`src/rtl/mem_port_arbiter.sv`:
```
// rtl/mem_port_arbiter.sv - CPU/DMA arbiter for the single-ported unified Memoria
//
// Purpose: shares one single-ported memory between the CPU datapath and a
// DMA/loader port. Each access is registered onto mem_* in IDLE and held for
// MEM_LAT cycles. In the last of those cycles the read data is captured and a
// one-cycle ack is raised. The CPU wins when both ports request, until it has
// taken STARVE_MAX grants in a row while DMA waited.
//
// Optional feature: define DMA_LOCK_EN to honour dma_lock. A DMA ack with
// dma_lock=1 keeps the grant on the DMA port until a DMA ack with dma_lock=0.
//
// Ports:
//   clock, reset             rising-edge clock, asynchronous active-low reset
//   cpu_req/wr/addr/wdata    CPU request, held until cpu_ack
//   cpu_ack, cpu_rdata       completion pulse and read data
//   cpu_stall                cpu_req & ~cpu_ack, holds the control unit
//   dma_req/wr/addr/wdata    DMA request, held until dma_ack
//   dma_lock                 burst lock (DMA_LOCK_EN builds only)
//   dma_ack, dma_rdata       completion pulse and read data
//   mem_addr/wr/wdata        to Memoria
//   mem_rdata                from Memoria
module mem_port_arbiter #(
  parameter int ADDR_W     = 32,
  parameter int DATA_W     = 32,
  parameter int MEM_LAT    = 1,
  parameter int STARVE_MAX = 4
) (
  input  logic              clock,
  input  logic              reset,
  input  logic              cpu_req,
  input  logic              cpu_wr,
  input  logic [ADDR_W-1:0] cpu_addr,
  input  logic [DATA_W-1:0] cpu_wdata,
  output logic              cpu_ack,
  output logic [DATA_W-1:0] cpu_rdata,
  output logic              cpu_stall,
  input  logic              dma_req,
  input  logic              dma_wr,
  input  logic [ADDR_W-1:0] dma_addr,
  input  logic [DATA_W-1:0] dma_wdata,
  input  logic              dma_lock,
  output logic              dma_ack,
  output logic [DATA_W-1:0] dma_rdata,
  output logic [ADDR_W-1:0] mem_addr,
  output logic              mem_wr,
  output logic [DATA_W-1:0] mem_wdata,
  input  logic [DATA_W-1:0] mem_rdata
);

  localparam int LAT_W = (MEM_LAT > 1) ? $clog2(MEM_LAT) : 1;
  localparam int STK_W = $clog2(STARVE_MAX + 1);

  typedef enum logic [1:0] {IDLE, CPU_ACC, DMA_ACC} state_t;

  state_t             state;
  logic [LAT_W-1:0]   lat_cnt;
  logic [STK_W-1:0]   streak;
  logic               acc_wr;
  logic               lock_active;
  logic               starve;
  logic               grant_cpu;
  logic               grant_dma;
  logic               lat_last;

`ifdef DMA_LOCK_EN
  logic lock_hold;
  assign lock_active = lock_hold;
`else
  logic unused_dma_lock;
  assign unused_dma_lock = dma_lock;
  assign lock_active     = 1'b0;
`endif

  assign cpu_stall = cpu_req & ~cpu_ack;
  assign starve    = (streak == STK_W'(STARVE_MAX));
  // DMA wins when it is alone, when the CPU streak is exhausted, or while locked.
  // A held lock shuts the CPU out even if DMA momentarily has no request.
  assign grant_dma = dma_req & (lock_active | ~cpu_req | starve);
  assign grant_cpu = cpu_req & ~grant_dma & ~lock_active;
  assign lat_last  = (lat_cnt == LAT_W'(MEM_LAT - 1));

  always_ff @(posedge clock or negedge reset) begin
    if (!reset) begin
      state     <= IDLE;
      lat_cnt   <= '0;
      streak    <= '0;
      acc_wr    <= 1'b0;
      cpu_ack   <= 1'b0;
      dma_ack   <= 1'b0;
      cpu_rdata <= '0;
      dma_rdata <= '0;
      mem_addr  <= '0;
      mem_wr    <= 1'b0;
      mem_wdata <= '0;
`ifdef DMA_LOCK_EN
      lock_hold <= 1'b0;
`endif
    end else begin
      cpu_ack <= 1'b0;
      dma_ack <= 1'b0;
      // Write strobe lasts exactly the first access cycle.
      mem_wr  <= 1'b0;
      case (state)
        IDLE: begin
          lat_cnt <= '0;
          if (grant_cpu) begin
            mem_addr  <= cpu_addr;
            mem_wdata <= cpu_wdata;
            mem_wr    <= cpu_wr;
            acc_wr    <= cpu_wr;
            state     <= CPU_ACC;
            if (!dma_req)
              streak <= '0;
            else if (!starve)
              streak <= streak + STK_W'(1);
          end else if (grant_dma) begin
            mem_addr  <= dma_addr;
            mem_wdata <= dma_wdata;
            mem_wr    <= dma_wr;
            acc_wr    <= dma_wr;
            state     <= DMA_ACC;
            streak    <= '0;
          end
        end
        CPU_ACC, DMA_ACC: begin
          if (lat_last) begin
            lat_cnt <= '0;
            state   <= IDLE;
            if (state == CPU_ACC) begin
              cpu_ack <= 1'b1;
              if (!acc_wr) cpu_rdata <= mem_rdata;
            end else begin
              dma_ack <= 1'b1;
              if (!acc_wr) dma_rdata <= mem_rdata;
`ifdef DMA_LOCK_EN
              lock_hold <= dma_lock;
`endif
            end
          end else begin
            lat_cnt <= lat_cnt + LAT_W'(1);
          end
        end
        default: state <= IDLE;
      endcase
    end
  end

endmodule

```
`config.mk`:
```
export PLATFORM = sky130hd
export DESIGN_NAME = mem_port_arbiter
export DESIGN_NICKNAME = d
export VERILOG_FILES = /design/src/rtl/mem_port_arbiter.sv
export SDC_FILE = /design/constraint.sdc
export NUM_CORES = 1
export LEC_CHECK = 0
export CAP_MARGIN = 10
export CORE_ASPECT_RATIO = 0.75
export CORE_MARGIN = 1.5
export CORE_UTILIZATION = 34
export DETAILED_ROUTE_END_ITERATION = 6
export PLACE_DENSITY = 0.7
export SETUP_SLACK_MARGIN = 0.02
export SLEW_MARGIN = 15
export SYNTH_ARGS = -nofsm -noshare
export SYNTH_HDL_FRONTEND = slang
export SYNTH_SLANG_ARGS = --single-unit
```
`constraint.sdc`:
```
create_clock -name clock -period 3.7 [get_ports clock]
set_clock_uncertainty 0.2 [all_clocks]
set_input_delay 0.925 -clock clock [delete_from_list [all_inputs] [get_ports clock]]
set_output_delay 0.925 -clock clock [all_outputs]
set_load 0.05 [all_outputs]
```
==> results of run 1 <==
[state kept, by name (all words and copies together) (netlist names)]
register,count
acc_wr,1
cpu_ack,1
cpu_rdata,32
dma_ack,1
dma_rdata,32
mem_addr,32
mem_wdata,32
mem_wr,1
state,2
streak,3
[logic make-up (layout without fill, tap and decap cells)]
kind of cell,Yosys count,in the layout,synth area share (%)
compound gates,76,76,9.42
buf+inv,55,346,4.41
mux,64,64,12.0
fa+ha+maj,5,5,1.04
other cells,0,1,0
simple gates,208,208,16.1
flops,137,137,57.0
[metal layers]
layer,part of all wire [%],vias up
met1,44,2581
met3,7.6,22
li1,-,2511
met4,1.8,0
met5,0,-
met2,46,194
[how the worst max path moves through the flow]
stage | from | endpoint | slack, ns | cells after the start
after floorplan | cpu_req | cpu_stall | 0.27 | 4
after global placement | dma_req | streak[0]$_DFFE_PN0P_ | 0.78 | 5
after detailed placement | dma_req | mem_wdata[20]$_DFFE_PN0P_ | 0.75 | 5
after CTS | mem_addr[1]$_DFFE_PN0P_ | mem_addr[1] | 0.89 | 1
after global routing | mem_addr[11]$_DFFE_PN0P_ | mem_addr[11] | 0.88 | 1
final | mem_addr[1]$_DFFE_PN0P_ | mem_addr[1] | 0.94 | 1
[cell usage after synthesis, drive strengths merged]
cell type / instances
ha: 5
a32o: 1
o21ai: 4
mux2: 64
a31o: 1
and2: 2
and3b: 1
nor2: 3
a21oi: 2
nand4: 65
inv: 4
o211ai: 65
nor3b: 1
a21bo: 1
o21a: 1
clkbuf: 22
buf: 29
nand2: 132
nand3: 1
nor2b: 3
dfrtp: 137
a2bb2oi: 1
[final cells by class]
cell class / count / share of cell area, %
repair buffers: 310 / 32.0
clock buffers: 17 / 4.35
diodes: 1 / 0.0256
multi-input cells: 353 / 24.0
flip-flops and latches: 137 / 35.0
clock inverters: 15 / 1.43
inverters: 4 / 0.153
well taps: 236 / 3.02
[power by group through the flow]
stage / Sequential, W / Clock (W) / Combinational (W)
finish: 0.00258 / 0.00165 / 0.00564
global route: 0.00267 / 0.00177 / 0.00588
CTS: 0.00258 / 0.00169 / 0.00568
detailed placement: 0.00260 / 0 / 0.00567
global placement: 0.00258 / 0 / 0.00564
floorplan: 0.00501 / 0 / 0.00121
[stage by stage]
stage	std cells	setup slack [ns]	instance area [sq um]
floorplan	545	0.275	6010
global placement	1040	0.777	9220
detailed placement	1040	0.745	9220
CTS	1072	0.888	9780
global route	1072	0.875	9780
finish	1073	0.939	9790
==> flow_metrics.py, run 1 <==
metrics = {
    "yosys": {
        "seq_area_frac_synth_pct": 57.0,
        "ys_warn_count": 0,
        "syn_nets": 717,
        "synth.ff_latch_count": 137,
        "syn-cell-area_sq_um": 6010,
        "avgSynthCellArea_sq_um": 11.0,
        "synth.distinct_cells": 28,
        "synth_top_area_cell": "dfrtp_1",
        "syn_inst": 545,
        "yosysTopAreaCellShare_pct": 57.0,
        "synthTopCellsByArea": "dfrtp_1 (57%), mux2_2 (12%), nand2_1 (8.2%)",
    },
    "layout": {
        "area_delta_synth_final_pct": 62.7,
        "multi_input_area_sq_um": 2350,
        "register_area_sq_um": 3430,
        "fillers": 1530,
        "nets": 995,
        "final_cell_mix": "clkdlybuf4s50_1 (294), dfrtp_1 (137), nand2_1 (132)",
        "post-route-util_pct": 57.3,
        "drive_gt1_share_pct": 14.2,
        "layout_commonest_cell": "clkdlybuf4s50_1",
    },
    "global_route": {
        "grt_util_met2_pct": 32.2,
        "grtUsageMet3_pct": 7.15,
        "grt.overflow.total": 0,
        "use_met1_pct": 27.4,
        "grt_pass1_vias": 5397,
        "grt_max_degree": 67,
        "grt_util_all_layers_pct": 20.8,
        "grt_pass1_wl_mm": 30.1,
        "antenna_found_initial": 0,
        "grt.busiest_layer": "met2",
    },
    "sta": {
        "fmax_mhz": 362,
        "setup_viol": 0,
        "timing.hold.ws_ns": 0.226,
        "post-route-period-util_pct": 74.6,
        "min_period_ns": 2.76,
        "rsz0062_at_grt": "false",
        "setup_tns_ns": 0,
        "worst_pin_slew_ns": 0.721,
        "relSlewSlack_pct": 51.9,
        "hold_violations": 0,
        "slew_viol_final": 0,
    },
    "placement": {
        "place.port_buffers": 297,
        "finalWeightedCongestion": 0.760,
        "dp_hpwl_mm": 13.0,
    },
    "die": {
        "fp-row-count": 41,
        "initial_core_util_pct": 35.2,
        "coreArea_sq_um": 17100,
        "die_height_um": 118,
        "fp.dieW_um": 157,
        "die_area_sq_um": 18500,
        "ios": 299,
    },
    "pwr": {
        "ir_worst_vdd_mv": 0.598,
        "power.total_w": 0.00986,
        "power_leakage_nw": 3.94,
        "seq_power_share_pct": 26.1,
        "clkPwrFrac_pct": 16.7,
        "power_density_nw_per_um2": 1010,
        "p_int_w": 0.00515,
        "power.switching_w": 0.00472,
        "power_frac_comb_pct": 57.2,
        "swShare_pct": 47.8,
    },
    "setup_path": {
        "required_ns": 2.57,
        "start_kind": "flop",
        "crit_buf_inv": 1,
        "ff2ff_path_depth": 6,
        "reg2reg_slack_ns": 1.38,
        "path_max_fanout": 2,
        "cpLargestDelayFamily": "buffers and inverters",
        "worstPathArrival_ns": 1.64,
        "endpoint_kind": "output pin",
        "crit_chain": "clkdlybuf4s50_1",
        "timing.rr.end": "mem_wdata[20]$_DFFE_PN0P_",
        "reg2reg_from": "state[1]$_DFFE_PN0P_",
        "crit_slowest_cell": "clkdlybuf4s50_1",
        "cpPeakStageDelay_ns": 0.84,
        "critical_path_class": "flop to output pin",
    },
    "clocking": {
        "cts-htree-levels": 4,
        "clk_pin_slew_ns": 0.06,
        "cts_hold_buf": 0,
        "postCtsSetupRepairBufs": 0,
        "cts_tree": "done",
        "cts.path.max_buffers": 2,
        "cts_resized": 0,
        "cts-buffers-inserted": 17,
        "cts.sinks": 137,
        "clockRootBuffer": "clkbuf_16",
        "clk_latency_ns": 0.41,
    },
    "run": {
        "cap_viol_max_count": 0,
    },
    "drt": {
        "vias_per_cell": 4.95,
        "vias": 5308,
        "wl_per_cell_um": 17.7,
        "dr.pass1.iters": 4,
        "ant_nets": 0,
        "drc": 0,
        "wl_mm": 19.0,
        "drtIter0Drc": 347,
    },
    "outcome": {
        "status": "completed",
    },
    "hold_path": {
        "holdCritPathClass": "input port to asynchronous set/reset pin",
    },
}
No activity file was read; power rests on OpenSTA's default activity.
==> run 2: changes to the inputs <==
- clock period: 3.7 -> 2.6 ns (I/O delays scaled with it)
==> run 2 against run 1 <==
Net effect:
- wire length rose by 0.81%
- count of clock-buffer cells in the layout did not move
- cell count rose by 0.28%
- sequential share of layout area fell by 0.53 points
- flip-flop and latch count did not move
- clock power rose by 50%
- worst hold slack improved by 0.067 ns
- non-clock buffer count rose by 4
- first-iteration DRC count rose by 3.7%
- sequential power rose by 44%
- critical path type unchanged
- largest power group unchanged
==> flow_metrics.py, run 2 (synthesis gave the netlist of run 1 again) <==
metrics = {
    "clocking": {
        "clk_latency_ns": 0.41,
        "cts.path.max_buffers": 2,
        "cts-htree-levels": 4,
        "clockRootBuffer": "clkbuf_16",
        "clk_pin_slew_ns": 0.06,
        "cts.sinks": 137,
        "cts_tree": "done",
        "cts_resized": 0,
        "cts-buffers-inserted": 17,
    },
    "pwr": {
        "ir_worst_vdd_mv": 0.909,
        "seq_power_share_pct": 26.0,
        "power_leakage_nw": 4.01,
        "power_density_nw_per_um2": 1440,
        "p_int_w": 0.00758,
        "clkPwrFrac_pct": 17.4,
        "swShare_pct": 46.9,
        "power_frac_comb_pct": 56.7,
        "power.total_w": 0.0143,
        "power.switching_w": 0.00671,
    },
    "setup_path": {
        "reg2reg_from": "state[0]$_DFFE_PN0P_",
        "crit_slowest_cell": "clkdlybuf4s50_1",
        "critical_path_class": "flop to output pin",
        "cpLargestDelayFamily": "buffers and inverters",
        "reg2reg_slack_ns": 0.63,
        "worstPathArrival_ns": 1.65,
        "crit_buf_inv": 1,
        "required_ns": 1.75,
        "endpoint_kind": "output pin",
        "path_max_fanout": 2,
        "crit_chain": "clkdlybuf4s50_1",
        "crit_start": "cpu_ack$_DFF_PN0_",
        "start_kind": "flop",
        "cpPeakStageDelay_ns": 0.85,
    },
    "run": {
        "cap_viol_max_count": 0,
    },
    "layout": {
        "num_antenna_cells": 0,
        "layout_commonest_cell": "clkdlybuf4s50_1",
        "final_cell_mix": "clkdlybuf4s50_1 (294), dfrtp_1 (137), nand2_1 (132)",
        "drive_gt1_share_pct": 14.6,
        "nets": 999,
        "area_delta_synth_final_pct": 65.2,
    },
    "placement": {
        "dp_hpwl_mm": 13.5,
        "place.port_buffers": 297,
        "finalWeightedCongestion": 0.802,
    },
    "hold_path": {
        "holdCritPathClass": "flop to flop",
        "hold_start": "mem_wdata[11]$_DFFE_PN0P_",
    },
    "sta": {
        "slew_viol_final": 0,
        "worst_pin_slew_ns": 0.564,
        "fmax_mhz": 399,
        "hold_violations": 0,
        "setup_viol": 0,
        "relSlewSlack_pct": 62.3,
        "rsz0062_at_grt": "false",
        "min_period_ns": 2.50,
        "setup_tns_ns": 0,
        "post-route-period-util_pct": 96.3,
    },
    "global_route": {
        "grt.overflow.total": 0,
        "antenna_found_initial": 0,
        "grt_pass1_wl_mm": 30.0,
        "grt_util_all_layers_pct": 20.8,
        "grt_pass1_vias": 5576,
        "grt_max_degree": 66,
    },
    "drt": {
        "vias": 5416,
        "vias_per_cell": 5.03,
        "ant_nets": 0,
        "wl_per_cell_um": 17.8,
        "wl_mm": 19.1,
        "dr.pass1.iters": 5,
        "drtIter0Drc": 360,
        "drc": 0,
    },
    "outcome": {
        "status": "completed",
    },
    "die": {
        "die_area_sq_um": 18500,
        "fp.dieW_um": 157,
        "die_height_um": 118,
        "initial_core_util_pct": 35.2,
        "fp-row-count": 41,
        "ios": 299,
        "coreArea_sq_um": 17100,
    },
}
==> run 2: power groups by stage <==
stage	clock network [W]	logic [W]	registers [W]
after floorplan	0	0.00172	0.00714
after detailed placement	0	0.00812	0.00373
after global routing	0.00266	0.00844	0.00384
after CTS	0.00255	0.00815	0.00371
after global placement	0	0.00805	0.00366
final	0.00248	0.00810	0.00371
==> run 2: final cells by class <==
type	instances	area (sq um)
inverter	4	15.0
sequential	137	3430
multi-input combinational	353	2360
timing repair buffer	314	3220
fill	1391	7150
clock inverter	15	189
clock buffer	17	425
tap	236	295
==> run 2: worst paths after layout <==
check,end,cells past startpoint
max in group asynchronous,dma_rdata[22]$_DFFE_PN0P_,3
min in group asynchronous,mem_wdata[22]$_DFFE_PN0P_,2
min,mem_wdata[11]$_DFFE_PN0P_,2
max,cpu_ack,1
max reg2reg,dma_rdata[31]$_DFFE_PN0P_,5
min reg2reg,mem_wdata[11]$_DFFE_PN0P_,2
==> run 2: per-stage QoR <==
| stage | std cells | worst slack, ns | utilization (%) | hold WS, ns | area (sq um) |
|---|---|---|---|---|---|
| 2_1_floorplan | 545 | 0.104 | - | 0.154 | 6020 |
| 3_5_place_dp | 1043 | 0.232 | 54.5 | 0.284 | 9310 |
| 5_1_grt | 1076 | 0.0247 | 58.2 | 0.314 | 9930 |
| 4_1_cts | 1076 | 0.0543 | 58.2 | 0.298 | 9930 |
| 3_3_place_gp | 1043 | 0.254 | 54.5 | 0.270 | 9310 |
| 6_report | 1076 | 0.0967 | 58.2 | 0.292 | 9930 |
==> run 2: what timing repair did <==
item	4_1_cts	5_1_grt
setup endpoints to repair	0	0
hold endpoints to repair	37	0
hold buffers	1	0
buffers inserted	0	0
==> run 2: routing by layer <==
layer	up-vias	track usage (%)	wire length, um
li1	2527	-	-
met1	2607	24.1	7700
met2	242	35.2	9370
met3	40	7.08	1520
met4	0	8.27	517
met5	-	0	0
